--- config.mk ---
export PLATFORM = sky130hd
export DESIGN_NAME = alu_unit
export DESIGN_NICKNAME = d
export VERILOG_FILES = /design/src/rtl/alu_unit.sv
export SDC_FILE = /design/constraint.sdc
export NUM_CORES = 1
export LEC_CHECK = 0
export ABC_AREA = 1
export CAP_MARGIN = 15
export CELL_PAD_IN_SITES_DETAIL_PLACEMENT = 1
export CELL_PAD_IN_SITES_GLOBAL_PLACEMENT = 1
export CORE_ASPECT_RATIO = 0.6
export CORE_MARGIN = 4
export CORE_UTILIZATION = 40
export CTS_CLUSTER_DIAMETER = 200
export DETAILED_ROUTE_END_ITERATION = 10
export HOLD_SLACK_MARGIN = 0.06
export PLACE_DENSITY = 0.89
export SLEW_MARGIN = 20
export SYNTH_ARGS = -nofsm -noshare
export SYNTH_HDL_FRONTEND = slang
export SYNTH_SLANG_ARGS = --single-unit
--- constraint.sdc ---
create_clock -name clk -period 6.2 [get_ports clk]
set_input_delay 1.24 -clock clk [delete_from_list [all_inputs] [get_ports clk]]
set_output_delay 1.24 -clock clk [all_outputs]
set_load 0.05 [all_outputs]
--- src/rtl/alu_unit.sv ---
`default_nettype none
// ============================================================================
// Module      : alu_unit (with package alu_operation)
// Description : Combinational integer ALU with a registered result/flag copy.
// Revision    : 1.0 - initial release
// ============================================================================

`ifndef WORD_WIDTH
`define WORD_WIDTH 32
`endif

package alu_operation;
    typedef enum logic [3:0] {
        ALU_ADD   = 4'd0,
        ALU_SUB   = 4'd1,
        ALU_AND   = 4'd2,
        ALU_OR    = 4'd3,
        ALU_XOR   = 4'd4,
        ALU_SLL   = 4'd5,
        ALU_SRL   = 4'd6,
        ALU_SRA   = 4'd7,
        ALU_SLT   = 4'd8,
        ALU_SLTU  = 4'd9,
        ALU_PASSX = 4'd10,
        ALU_PASSY = 4'd11
    } alu_operation_t;
endpackage

module alu_unit
    import alu_operation::*;
#(
    parameter int WIDTH = `WORD_WIDTH
) (
    input  logic                 clk,
    input  logic                 rst_n,
    input  logic [WIDTH-1:0]     x,
    input  logic [WIDTH-1:0]     y,
    input  alu_operation_t       op,
    output logic [WIDTH-1:0]     w,
    output logic [WIDTH-1:0]     w_q,
    output logic                 zero_q,
    output logic                 cout_q
);

    localparam int SW = $clog2(WIDTH);

    logic [WIDTH:0]   sum;
    logic [WIDTH:0]   diff;
    logic [SW-1:0]    shamt;
    logic             carry;
    logic             lt_signed;
    logic             lt_unsigned;

    assign sum         = {1'b0, x} + {1'b0, y};
    assign diff        = {1'b0, x} - {1'b0, y};
    assign shamt       = y[SW-1:0];
    assign lt_signed   = $signed(x) < $signed(y);
    assign lt_unsigned = x < y;

    always_comb begin
        w     = '0;
        carry = 1'b0;
        case (op)
            ALU_ADD: begin
                w     = sum[WIDTH-1:0];
                carry = sum[WIDTH];
            end
            ALU_SUB: begin
                w     = diff[WIDTH-1:0];
                // Borrow shows up in the extra bit; report its inverse (x >= y).
                carry = ~diff[WIDTH];
            end
            ALU_AND:   w = x & y;
            ALU_OR:    w = x | y;
            ALU_XOR:   w = x ^ y;
            ALU_SLL:   w = x << shamt;
            ALU_SRL:   w = x >> shamt;
            ALU_SRA:   w = WIDTH'($signed(x) >>> shamt);
            ALU_SLT:   w = {{(WIDTH-1){1'b0}}, lt_signed};
            ALU_SLTU:  w = {{(WIDTH-1){1'b0}}, lt_unsigned};
            ALU_PASSX: w = x;
            ALU_PASSY: w = y;
            default: begin
                w     = '0;
                carry = 1'b0;
            end
        endcase
    end

    always_ff @(posedge clk) begin
        if (!rst_n) begin
            w_q    <= '0;
            zero_q <= 1'b0;
            cout_q <= 1'b0;
        end else begin
            w_q    <= w;
            zero_q <= (w == '0);
            cout_q <= carry;
        end
    end

endmodule

`default_nettype wire

==> flow_summary.json <==
{
  "power_density_nw_per_um2": 143,
  "antenna_found_initial": 3,
  "route.met2.wl_um": 27500,
  "drt-met1-wl_um": 29800,
  "ys_types": 44,
  "synth_nets": 2459,
  "dieHeight_um": 140,
  "nFillCells": 4197,
  "cts_made_buffers": 5,
  "worstSetupStartpointType": "input pin",
  "slew_violations": 0,
  "slew_headroom_pct": 46.1,
  "cts-root-buf": "clkbuf_16",
  "crit_path_end_kind": "output port",
  "gp_congestion": 1.06,
  "syn2layout_area_growth_pct": 14.9,
  "detail_route.iter0.violations": 2599,
  "io_pins": 136,
  "fin_ws_ps": 266,
  "status": "completed",
  "fin_crit_sh_pct": 95.7,
  "wirelength_um": 68200,
  "diodes": 0,
  "grt_max_degree": 73,
  "rows": 47,
  "fin_setup_tns_ps": 0,
  "synth_seq_cells": 34,
  "avgSynthCellArea_sq_um": 5.08,
  "synth-edff-count": 0,
  "synth_compound_area_share_pct": 10.8,
  "synthCells": 2286,
  "post_cts_buffers": 0,
  "top_layer": "met5",
  "syn_area_sq_um": 11600,
  "place_area_sq_um": 13200,
  "yosysTopAreaCell": "nand2_1",
  "track_usage_pct": 40.4,
  "min_period_ps": 5930,
  "fmax_mhz": 169,
  "async_flop_share_pct": 0,
  "clk_pin_slew_ps": 50,
  "num_vias": 16888,
  "rsz0062_at_grt": "false",
  "synth_xor_area_share_pct": 0.0754,
  "vdd_drop_max_uv": 105,
  "grt_pass1_wl_um": 100000,
  "ys_warn_count": 0,
  "finalHoldViolCount": 0,
  "synthAdderAreaFrac_pct": 11.2,
  "hold_path.class": "input pin to flop",
  "cp_max_fo": 6,
  "critPathArrivalTime_ps": 4690,
  "port_buffers": 135,
  "leakagePower_uw": 0.00713,
  "fp.dieW_um": 228,
  "grt_overflow_total": 0,
  "firstDrtPassIters": 6,
  "post_drt_wl_per_cell_um": 24.9,
  "cts_sinks": 34,
  "cts_buffer_depth": 2,
  "grt_pass1_vias": 15822,
  "drc": 0,
  "design_area_sq_um": 13300,
  "preCtsSetupSlack_ps": 367,
  "maxCapViolations": 0,
  "nets": 2545,
  "cts_hold_buf": 0,
  "synthTopCellsByCount": "nand2_1 (686), nand3_1 (469), inv_1 (279), nor2_1 (270), ha_1 (101)",
  "finalPower_uw": 1910,
  "synthTopCellsByArea": "nand2_1 (22%), nand3_1 (20%), ha_1 (11%)",
  "ys_seq_area_share_pct": 5.86,
  "antenna_left": 0,
  "cts-htree-levels": 2,
  "yosysMostFrequentCell": "nand2_1",
  "required_ps": 4960,
  "route.met3.wl_um": 9050,
  "synth_top_family_by_area": "simple AND/OR/NAND/NOR gates",
  "yosys.area_share.simple_pct": 56.8,
  "crit_type": "input pin to output port",
  "synth-main-ff-cell": "dfxtp_1",
  "yosys-mux-area-fraction_pct": 0,
  "synth_top_area_share_pct": 22.2,
  "hold_depth": 3,
  "setup-violations-final": 0,
  "drive_above_1_share_pct": 6.58,
  "core_area_sq_um": 28100,
  "tightest_slew_ps": 809,
  "ctsResizeCount": 0,
  "initial_utilization_pct": 41.4,
  "tritoncts": "yes",
  "hpwl_um": 57400,
  "dieArea_sq_um": 31900,
  "vias_per_cell": 6.17
}
area by class of cell:
| class | count | area, sq um | share of cell area (%) |
|---|---|---|---|
| flip-flops and latches | 34 | 681 | 5.10 |
| inverters | 301 | 1130 | 8.49 |
| repair buffers | 183 | 1750 | 13.2 |
| well taps | 367 | 459 | 3.44 |
| multi-input cells | 1847 | 9170 | 68.8 |
| clock buffers | 6 | 139 | 1.04 |
placed cells by master (no fill, tap or decap), drive strengths merged, types with 4 or more instances in the layout:
| master | n |
|---|---|
| o21ai | 60 |
| nand2 | 698 |
| or2 | 6 |
| nand3 | 474 |
| o211ai | 10 |
| o22ai | 36 |
| a21oi | 76 |
| o21bai | 16 |
| clkbuf | 6 |
| nand4 | 26 |
| buf | 83 |
| ha | 101 |
| inv | 300 |
| o21a | 4 |
| nor2 | 288 |
| nor3 | 25 |
| dfxtp | 34 |
| a31oi | 7 |
| clkdlybuf4s50 | 100 |
metrics by stage:
step / hold WS [ps] / util, % / instances
global route: 1820 / 47.5 / 2738
CTS: 1810 / 47.5 / 2738
finish: 1820 / 47.5 / 2738
detailed placement: 2090 / 47.0 / 2732
floorplan: 1560 / - / 2286
global placement: 2050 / 47.0 / 2732
final timing paths:
kind,start,end,slack (ps)
worst max-delay path,x[8],w[12],270
worst min-delay path,rst_n,w_q[30]$_SDFF_PN0_,1820
metal layers:
metal	vias up	global-route usage [%]
li1	7545	-
met1	8074	59.0
met2	1145	59.4
met3	120	10.3
met4	4	9.24
met5	-	0
power breakdown:
group / switching (uW) / internal [uW] / leakage, uW / total [uW]
clock: 87.4 / 155 / 0.0000688 / 242
combinational: 1020 / 398 / 0.00679 / 1420
sequential: 5.39 / 237 / 0.000279 / 242
registers in the layout (all words and copies together) (netlist names):
signal and cells:
zero_q 1, w_q 32, cout_q 1
worst max-delay path, cell delays in order:
cell and delay, ps:
clkdlybuf4s50_1 670, inv_1 190, ha_1 440, nor2_1 230
nand2_1 230, nor2_1 150, nand2_1 90, nand3_1 240
nand2_1 90, nand3_1 90, nand3_1 250, nor2_1 430
inv_1 130, buf_4 220
kinds of logic after synthesis:
group	after synthesis
buf+inv	405
fa+ha+maj	103
simple gates	1525
compound gates	218
flops	34
xor+xnor	1
(Power assumes the default switching activity.)
